## config.mk

```make
export PLATFORM = sky130hd
export DESIGN_NAME = full_adder_behavioral
export DESIGN_NICKNAME = d
export VERILOG_FILES = /design/src/rtl/full_adder_behavioral.sv
export SDC_FILE = /design/constraint.sdc
export NUM_CORES = 1
export LEC_CHECK = 0
export CAP_MARGIN = 20
export CORE_AREA = 2 2 39 41
export DETAILED_ROUTE_END_ITERATION = 12
export DIE_AREA = 0 0 41 43
export MAX_ROUTING_LAYER = met4
export PLACE_DENSITY_LB_ADDON = 0.08
export SLEW_MARGIN = 20
export SYNTH_ARGS = -nofsm -noshare
export SYNTH_HDL_FRONTEND = slang
export SYNTH_SLANG_ARGS = --single-unit
```

## constraint.sdc

```tcl
create_clock -name clk -period 1.38 [get_ports clk]
set_clock_uncertainty 0.1 [all_clocks]
set_input_delay 0.276 -clock clk [delete_from_list [all_inputs] [get_ports clk]]
set_output_delay 0.276 -clock clk [all_outputs]
set_load 0.01 [all_outputs]
```

## src/rtl/full_adder_behavioral.sv

```systemverilog
// Single-bit full adder with a stored carry for bit-serial, LSB-first word adds.
// Define FULL_ADDER_REG_OUT_EN to register sum/c_out/out_valid (1-cycle latency).
module full_adder_behavioral (
    input  logic clk,
    input  logic rst,
    output logic sum,
    output logic c_out,
    input  logic a,
    input  logic b,
    input  logic c_in,
    input  logic in_valid,
    input  logic serial,
    output logic out_valid,
    output logic carry_q
);

    logic cin_e;
    logic s_c;
    logic co_c;

    function automatic logic fa_sum(input logic x, input logic y, input logic z);
        return x ^ y ^ z;
    endfunction

    function automatic logic fa_carry(input logic x, input logic y, input logic z);
        return (x & y) | (x & z) | (y & z);
    endfunction

    // Stage p0: effective carry select and combinational add
    assign cin_e = serial ? carry_q : c_in;
    assign s_c   = fa_sum(a, b, cin_e);
    assign co_c  = fa_carry(a, b, cin_e);

    // Carry is captured in both modes so a non-serial LSB cycle seeds the chain
    always_ff @(posedge clk or posedge rst) begin
        if (rst) begin
            carry_q <= 1'b0;
        end else if (in_valid) begin
            carry_q <= co_c;
        end
    end

`ifdef FULL_ADDER_REG_OUT_EN
    logic sum_p1;
    logic co_p1;
    logic vld_p1;

    // Stage p1: registered outputs, held while no valid input arrives
    always_ff @(posedge clk or posedge rst) begin
        if (rst) begin
            sum_p1 <= 1'b0;
            co_p1  <= 1'b0;
            vld_p1 <= 1'b0;
        end else begin
            vld_p1 <= in_valid;
            if (in_valid) begin
                sum_p1 <= s_c;
                co_p1  <= co_c;
            end
        end
    end

    assign sum       = sum_p1;
    assign c_out     = co_p1;
    assign out_valid = vld_p1;
`else
    assign sum       = s_c;
    assign c_out     = co_c;
    assign out_valid = in_valid;
`endif

endmodule

```

==> run_results.csv <==
group,metric,value,unit
worst_setup_path,required,1000,ps
floorplanning,die_w,41,um
timing,setup_viol,3,
global_route,grt_pass1_wl,420,um
worst_setup_path,cp_slowest_cell,"fa_2",
logic_synthesis,mappedNetlistArea,82.58,um2
run_status,violations,"setup timing",
place,placed_cells,33,
floorplanning,rows,14,
final_layout,drive_above_1_share,58.82,%
logic_synthesis,ys.flop_type,"dfrtp_1",
power_and_ir_drop,cellLeakagePower,0.1073,nW
timing,rsz0062_at_grt,"true",
power_and_ir_drop,power,0.1328,mW
worst_setup_path,path_delay_family,"adder cells",
logic_synthesis,yosysTopAreaCell,"dfrtp_1",
logic_synthesis,synth-edff-count,0,
cts,ctsHoldBuffers,0,
logic_synthesis,syn_area_per_cell,13.76,um2
final_layout,nNetsFinal,27,
timing,drv_slew,0,
timing,post-route-period-util,120.4,%
final_layout,fin_util,15.19,%
global_route,grt_max_degree,3,
global_route,overflow,0,
power_and_ir_drop,p_comb_share,71.8,%
power_and_ir_drop,pwr-share-clk,0,%
cts,path_clk_slew,0,ps
logic_synthesis,seq_area_frac_synth,30.30,%
cts,cts_setup_buffers,0,
place,place_ws,-1097,ps
final_layout,area_growth,154.5,%
power_and_ir_drop,switching_power,0.03433,mW
route,vias,77,
worst_setup_path,critPathKind,"input port to output port",
logic_synthesis,yosys.area.top_type_share,30.30,%
worst_setup_path,crit_chain,"buf_6 > mux2_4 > fa_2 > buf_6",
final_layout,fillers,154,
worst_setup_path,r2r_cells,3,
timing,hold_viol_final,0,
power_and_ir_drop,max-vdd-ir-drop,0.0001710,V
hold_path,hold_path_class,"input port to asynchronous set/reset pin",
worst_setup_path,crit_buf_inv,2,
run,maxCapViolCount,0,
run_status,outcome,"finished with violations",
route,wirelength,287,um
cts,clock_latency,0,ps
worst_setup_path,worstSetupStartpointType,"input port",
worst_setup_path,cp_data_arrival_time,1280,ps
logic_synthesis,yosys_warnings,0,
final_layout,multi_input_area,52.55,um2
final_layout,largest-register,"carry_q",
timing,relSlewSlack,91.14,%
worst_setup_path,crit_path_end_kind,"output port",
timing,whs,332.6,ps
place,port_buffers,10,
logic_synthesis,synth_cell_types,6,
logic_synthesis,syn-instance-count,6,
route,drtIter0Drc,0,
power_and_ir_drop,p_seq_share,28.2,%
timing,clock.fmax,602.1,MHz
worst_setup_path,worstPathMaxFanout,1,
final_layout,reg.largest.list,"carry_q (1)",
route,post-route-drc-count,0,
route,wl_per_cell,8.697,um
worst_setup_path,slowest_delay,530,ps
timing,worstMarginPinSlew,132.6,ps
worst_setup_path,worst-path-stages,4,
power_and_ir_drop,swShare,25.85,%
global_route,grt_pass1_vias,89,
place,place_hpwl,253.4,um
floorplanning,die_area,0.001763,mm2
logic_synthesis,ys_seq_elements,1,
logic_synthesis,synth-async-reset-ratio,100.0,%
worst_setup_path,crit_top_cell,"buf_6",
logic_synthesis,syn_nets,14,
global_route,antenna_found_initial,0,
power_and_ir_drop,pwr_density_cell,632.0,mW/mm2
final_layout,largest_reg_flops,1,
route,ant_nets,0,
floorplanning,core,0.001384,mm2
final_layout,seq_area,25.02,um2
timing,layout_setup_ws,-280.9,ps
floorplanning,die_h,43,um
route,drt-pass1-iter-count,1,
place,gp_congestion,0.5661,
final_layout,finalNonFillerCells,33,
route,vias_per_cell,2.333,
timing,min_period,1661,ps
logic_synthesis,ys_top_cells_by_area,"dfrtp_1, fa_1, mux2_4",
global_route,gr-usage-all-layers,3.388,%
power_and_ir_drop,p_int,0.09851,mW
floorplanning,pin_count,11,
floorplanning,start_util,5.967,%
final_layout,diodes,0,
-- path summary, 6_finish.rpt --
path                                     start                  end  slack, ps
min in group clk           carry_q$_DFFE_PP0P_  carry_q$_DFFE_PP0P_        510
min                                        rst  carry_q$_DFFE_PP0P_        330
min reg2reg                carry_q$_DFFE_PP0P_  carry_q$_DFFE_PP0P_        510
max reg2reg                carry_q$_DFFE_PP0P_  carry_q$_DFFE_PP0P_       -100
max in group asynchronous                  rst  carry_q$_DFFE_PP0P_        760
max                                     serial                  sum       -280
-- worst reg2reg max path: stages (launching register included) --
cell	delay (ps)
dfrtp_1	360
mux2_4	270
fa_2	360
mux2_4	270
-- layout make-up --
cell class                      instances  share of cell area, %
Timing Repair Buffer                   12                  51.79
Tap cell                               16                  9.524
Multi-Input combinational cell          3                  25.00
Inverter                                1                  1.786
Sequential cell                         1                  11.90
-- power groups by stage --
stage,registers [mW],clock network (mW),logic [mW]
2_1_floorplan,0.0401,0,0.0315
3_3_place_gp,0.0376,0,0.0928
3_5_place_dp,0.0377,0,0.0928
4_1_cts,0.0377,0,0.0994
5_1_grt,0.0380,0,0.105
6_report,0.0375,0,0.0954
-- stage by stage --
stage / setup TNS, ps / area (um2)
floorplan: -410.0 / 85.08
global placement: -2864 / 212.7
detailed placement: -2857 / 212.7
CTS: -630.2 / 207.7
global route: -623.7 / 210.2
finish: -556.1 / 210.2
-- layout by cell type (no fill, tap or decap) --
cell type,n
mux2_4,2
buf_4,2
fa_2,1
buf_6,3
dlygate4sd2_1,2
dlymetal6s2s_1,1
dfrtp_1,1
inv_1,1
buf_2,2
clkdlybuf4s50_1,2
-- timing repair --
| action | 4_1_cts | 5_1_grt |
|---|---|---|
| gates cloned | 0 | 0 |
| resized for setup | 25 | 1 |
| pin swaps | 1 | 1 |
| endpoints found under the setup margin | 4 | 4 |
-- cell families (layout without fill, tap and decap cells) --
family	count (synthesis)	count (layout)	share of synthesized area [%]
adders and majority gates	1	1	24.24
buffers and inverters	2	13	13.64
DFF	1	1	30.30
muxes	2	2	31.81
-- metal layers --
metal | wire, um | global-route usage, % | vias up
met4 | 0 | 0 | 0
met3 | 56 | 0 | 0
li1 | - | - | 40
met5 | 0 | - | -
met1 | 157 | 6.390 | 26
met2 | 73 | 4.063 | 11
Note: power is estimated with default switching activity, not from simulation.
